===== config.mk =====
export PLATFORM = sky130hd
export DESIGN_NAME = counter_cascade
export DESIGN_NICKNAME = d
export VERILOG_FILES = /design/src/rtl/counter_cascade.sv
export SDC_FILE = /design/constraint.sdc
export NUM_CORES = 1
export LEC_CHECK = 0
export ABC_AREA = 0
export CAP_MARGIN = 0
export CORE_MARGIN = 2
export CORE_UTILIZATION = 49
export CTS_CLUSTER_SIZE = 25
export DETAILED_ROUTE_END_ITERATION = 10
export HOLD_SLACK_MARGIN = 0.1
export PLACE_DENSITY = 0.8
export SLEW_MARGIN = 20
export SYNTH_ARGS = -nofsm -noshare
export SYNTH_HDL_FRONTEND = slang
export SYNTH_SLANG_ARGS = --single-unit

===== constraint.sdc =====
create_clock -name clk -period 2.2 [get_ports clk]
set_input_delay 0.55 -clock clk [delete_from_list [all_inputs] [get_ports clk]]
set_output_delay 0.55 -clock clk [all_outputs]
set_load 0.01 [all_outputs]

===== src/rtl/counter_cascade.sv =====
// Multi-digit modulo-M up/down counter with synchronous clear/load, load clamping,
// a registered one-cycle full-range wrap pulse and a combinational all-zero flag.
module counter_cascade #(
  parameter int unsigned M      = 10,
  parameter int unsigned DIGITS = 4,
  localparam int unsigned DW    = $clog2(M)
) (
  input  logic                 clk,
  input  logic                 rst_n,
  input  logic                 en,
  input  logic                 up,
  input  logic                 clr,
  input  logic                 load,
  input  logic [DIGITS*DW-1:0] load_val,
  output logic [DIGITS*DW-1:0] count,
  output logic                 wrap,
  output logic                 zero
);

  localparam logic [DW-1:0] MAX = DW'(M - 1);

  logic [DW-1:0] r_digit [DIGITS];
  logic          r_wrap;

  logic [DW-1:0] w_next  [DIGITS];
  logic [DW-1:0] w_loadv [DIGITS];
  logic          w_all_max;
  logic          w_all_zero;

  // Ripple enable is a running AND over lower digits, so the whole cascade
  // settles in one cycle and no digit lags its neighbour.
  always_comb begin
    logic          v_run;
    logic [DW-1:0] v_field;
    v_run      = 1'b1;
    w_all_max  = 1'b1;
    w_all_zero = 1'b1;
    for (int unsigned i = 0; i < DIGITS; i++) begin
      w_next[i] = r_digit[i];
      if (v_run) begin
        if (up) w_next[i] = (r_digit[i] == MAX) ? '0 : r_digit[i] + DW'(1);
        else    w_next[i] = (r_digit[i] == '0) ? MAX : r_digit[i] - DW'(1);
      end
      v_run      = v_run & (up ? (r_digit[i] == MAX) : (r_digit[i] == '0));
      w_all_max  = w_all_max  & (r_digit[i] == MAX);
      w_all_zero = w_all_zero & (r_digit[i] == '0);
      v_field    = load_val[i*DW +: DW];
      w_loadv[i] = (32'(v_field) >= M) ? MAX : v_field;
    end
  end

  always_ff @(posedge clk) begin
    if (!rst_n || clr) begin
      for (int unsigned i = 0; i < DIGITS; i++) r_digit[i] <= '0;
      r_wrap <= 1'b0;
    end else if (load) begin
      for (int unsigned i = 0; i < DIGITS; i++) r_digit[i] <= w_loadv[i];
      r_wrap <= 1'b0;
    end else if (en) begin
      for (int unsigned i = 0; i < DIGITS; i++) r_digit[i] <= w_next[i];
      r_wrap <= up ? w_all_max : w_all_zero;
    end else begin
      r_wrap <= 1'b0;
    end
  end

  always_comb begin
    count = '0;
    for (int unsigned i = 0; i < DIGITS; i++) count[i*DW +: DW] = r_digit[i];
  end

  assign wrap = r_wrap;
  assign zero = w_all_zero;

endmodule


# Word level (Yosys, flattened, before mapping)

Memories as Yosys holds them, arrays and structs flattened.
Index checks and enable logic that the tools add are counted.
Widths: inputs -> output; s select.

Muxes and demuxes: 40
Bitwise operators: 17
Eq/ne operators: 4
Multiply operators: 0
Divide/modulo/power cells: 0
$lt $le $gt $ge: 4
Reduce and logical (&&, ||, !) cells: 7
Shift operators: 0
Add/sub/neg operators: 8

Operators by type and width:

| kind                | count |
|---|---|
| $mux 4              | 27 |
| $add 4x1->4 const B | 4 |
| $eq 4x4->1 const B  | 4 |
| $ge 4x4->1 const B  | 4 |
| $logic_not 4->1     | 4 |
| $sub 4x1->4 const B | 4 |
| $mux 1              | 13 |
| $and 1x1->1         | 8 |
| $or 1x1->1          | 8 |
| $reduce_or 3->1     | 1 |
| $logic_not 1->1     | 1 |
| $logic_or 1x1->1    | 1 |
| $not 1->1           | 1 |

Output and inout port bits: 18
ROM bits: 0
Word-level logic and storage cells: 82
Input port bits: 22
Memories kept: 1
Bits in writable memories: 16
Bits in latches: 0
Register bits after elaboration: 1

Memory list:

| name    | words | bits a word | rd ports | clocked after Yosys merged registers in | wr ports | RTL line | text |
|---|---|---|---|---|---|---|---|
| r_digit | 4     | 4           | 4        | 0                                       | 4        | 22       | `logic [DW-1:0] r_digit [DIGITS];` |

# Depth between registers and ports, before layout

Word-level depth: 6
Gate-level depth with buffers: 7
Mapped depth without buffers: 4

# Worst setup path before layout

OpenSTA, ideal clock, no wires.

Kind: flip-flop to output port
Start: mem r_digit[2][1] (netlist bit)
End: out zero
Buffers on the path: 1
Data arrival time: 1.389 ns
Slack: 0.261 ns
Stages on the path, launching flop included: 5
Data required time: 1.650 ns
Cells stage by stage: edfxtp_1 clkbuf_1 nor4_1 nand4_1 nor3_1

RTL lines:

| item        | RTL line | text |
|---|---|---|
| from (decl) | 22       |  |
| to (decl)   | 17       | `output logic zero` |

==> impl_metrics.toml <==
[layout]
fin_util_pct = 70.00
fill_cells = 254
nets = 266
n_antenna_cell = 0
layout-drive-gt1-share_pct = 15.64
area_growth_pct = 38.16
final_area_sq_um = 2102

[timing]
max-slew-margin-rel_pct = 76.02
rsz0062_at_grt = "yes"
max_freq_mhz = 467.2
setup_viol = 0
maxSlewViolCount = 0
finalCriticalPeriod_ps = 2140
finalClockSkew_ps = 6.350
worst_pin_slew_ps = 358.9
finalCritPeriodShare_pct = 97.29
holdWs_ps = 765.6
hold_viol = 0

[yosys]
syn_area_sq_um = 1521
yosysTopAreaCell = "edfxtp_1"
synthArstFlopShare_pct = 0
yosysUniqueCellTypes = 42
netlist_instances = 192
synthFlopType = "edfxtp_1"
synth.most_common_cell = "nand2_1"
synth_edf_count = 16
avgSynthCellArea_sq_um = 7.924
yosys_warnings = 0
syn-num-nets = 214
synth_common_cells = "nand2_1, o21ai_1, edfxtp_1, o21ai_0, nor2_1"
seq_area_frac_synth_pct = 32.89
synth_area_leaders = "edfxtp_1, o21ai_1, o21ai_0"
synth_top_area_share_pct = 31.58
ys_seq_elements = 17

[routing]
drc = 0
wl_um = 4009
wl_per_cell_um = 14.53
via_per_inst = 5.844
antenna_left = 0
firstDrtPassIters = 5
vias = 1613
drt_iter0_drc = 117

[global_routing]
grt.overflow.total = 0
grt_pass1_vias = 1558
grt_first_pass_wirelength_um = 6506
grt_use_total_pct = 23.92
antenna_found_initial = 0
grt_max_degree = 18

[floorplanning]
dieArea_sq_um = 3566
initial_core_util_pct = 50.67
rows = 20
ios = 40
die_height_um = 59.72
core_sq_um = 3003
die_width_um = 59.72

[worst_setup_path]
cp.required_ps = 1650
crit_fanout = 2
crit_path_cell_trace = "nor4_2 > buf_4 > nand4_1 > nor3_2 > buf_2"
critPathKind = "flop to output pin"
slowest_delay_ps = 430
critPathBufInv = 2
cp-start-kind = "flop"
critPathArrivalTime_ps = 1590
crit_path_end_kind = "output pin"
cpLargestDelayFamily = "simple AND/OR/NAND/NOR gates"
slowest_stage = "edfxtp_1"

[worst_hold_path]
min_path_type = "flop to flop"

[placed_design]
dp_hpwl_um = 3140
portBuffers = 39
placed_cell_area_sq_um = 2062
routabilityCongestion = 0.8595

[power_and_ir_drop]
power_frac_seq_pct = 42.3
intPower_uw = 630.4
clkPwrFrac_pct = 18.2
power_density_nw_per_um2 = 435.1
p_leak_nw = 0.7750
switching_power_uw = 284.2
p_sw_share_pct = 31.08
vdd_drop_max_mv = 0.3181
comb_power_share_pct = 39.4

[clock_network]
clk_latency_ps = 290
clkTransAtPathRegs_ps = 100
cts_sinks = 17
postCtsSetupRepairBufs = 0
cts_tree = "yes"
cts_made_buffers = 3
cts-root-buf = "clkbuf_4"
clk_path_buf_depth = 2
h-tree-depth = 1

[run]
drv_cap = 0

[run_status]
status = "complete, no violations"
-- path summary, 6_finish.rpt --
path / start / endpoint / slack (ps) / cells after the start
setup / recovery: r_digit[1][1] / zero / 60 / 5
hold reg to reg: r_digit[0][1] / wrap / 770 / 4
hold / removal: r_digit[0][1] / wrap / 770 / 4
setup reg to reg: r_digit[0][0] / r_digit[3][2] / 280 / 5
-- final cells by class --
type	instances	area [sq um]	area share [%]
Clock buffer	4	26.28	1.250
Inverter	6	22.52	1.071
Multi-Input combinational cell	149	915.9	43.57
Sequential cell	17	500.5	23.81
Tap cell	33	41.29	1.964
Timing Repair Buffer	67	595.6	28.33
-- logic make-up after synthesis --
logic type | share of synthesized area, %
compound gates | 26.56
xor+xnor | 4.030
buf+inv | 8.142
flops | 32.89
mux | 1.316
simple gates | 27.06
-- tightest hold or removal path, stage by stage, from the launching register on --
cell and delay (ps):
edfxtp_1 350, nor3_1 80, nand4_1 120, nand3b_1 120, a21oi_1 60
-- per-stage QoR --
stage | setup TNS [ps] | total power, mW | setup WS (ps) | instances
2_1_floorplan | 0 | 0.5857 | 261.2 | 192
3_3_place_gp | -1422 | 0.7344 | -198.0 | 272
3_5_place_dp | -2055 | 0.7493 | -246.2 | 272
4_1_cts | 0 | 0.9151 | 20.72 | 276
5_1_grt | -40.54 | 0.9638 | -40.54 | 276
6_report | 0 | 0.9146 | 59.71 | 276
-- what timing repair did --
item / in CTS / in global routing
endpoints found under the setup margin: 1 / 5
gates resized for setup: 5 / 2
pin swaps: 2 / 3
cloned: 0 / 0
hold buffers: 0 / 0
-- registers in the layout (all words and copies together) (netlist names) --
name	count
r_digit	16
wrap	1
-- power groups by stage --
stage / logic [mW] / registers [mW] / clock network (mW)
final: 0.361 / 0.387 / 0.167
after global routing: 0.392 / 0.390 / 0.182
after CTS: 0.358 / 0.387 / 0.171
after detailed placement: 0.356 / 0.393 / 0
after global placement: 0.343 / 0.392 / 0
after floorplan: 0.176 / 0.410 / 0
-- metal layers --
layer  vias to the layer above  track usage, %  part of all wire (%)
met1                       739           30.19                    43
met3                         6           2.381                   3.9
met5                         -               0                     0
li1                        816               -                     -
met2                        52           41.93                    52
met4                         0           8.889                   1.1
-- layout by cell type, fill, tap and decap left out, drive strengths merged --
| master | n |
|---|---|
| mux2i | 2 |
| o211ai | 1 |
| nor3b | 1 |
| clkbuf | 4 |
| buf | 29 |
| a22o | 1 |
| o21ai | 34 |
| a221oi | 2 |
| edfxtp | 16 |
| nor4bb | 1 |
| nor3 | 9 |
| nand2 | 20 |
| xnor2 | 7 |
| a21oi | 4 |
| a222oi | 2 |
| o31ai | 3 |
| a32o | 1 |
| nor2b | 2 |
| dfxtp | 1 |
| o21a | 4 |
| nor2 | 14 |
| and3 | 5 |
| nand2b | 4 |
| clkdlybuf4s50 | 38 |
| nand4 | 3 |
| nor4 | 3 |
| nand3b | 7 |
| inv | 6 |
| a31oi | 4 |
| o31a | 1 |
| or3 | 1 |
| or4 | 1 |
| a211oi | 3 |
| nand4b | 3 |
| and3b | 1 |
| o22ai | 2 |
| o21bai | 2 |
| a221o | 1 |
No activity file was read; power rests on OpenSTA's default activity.
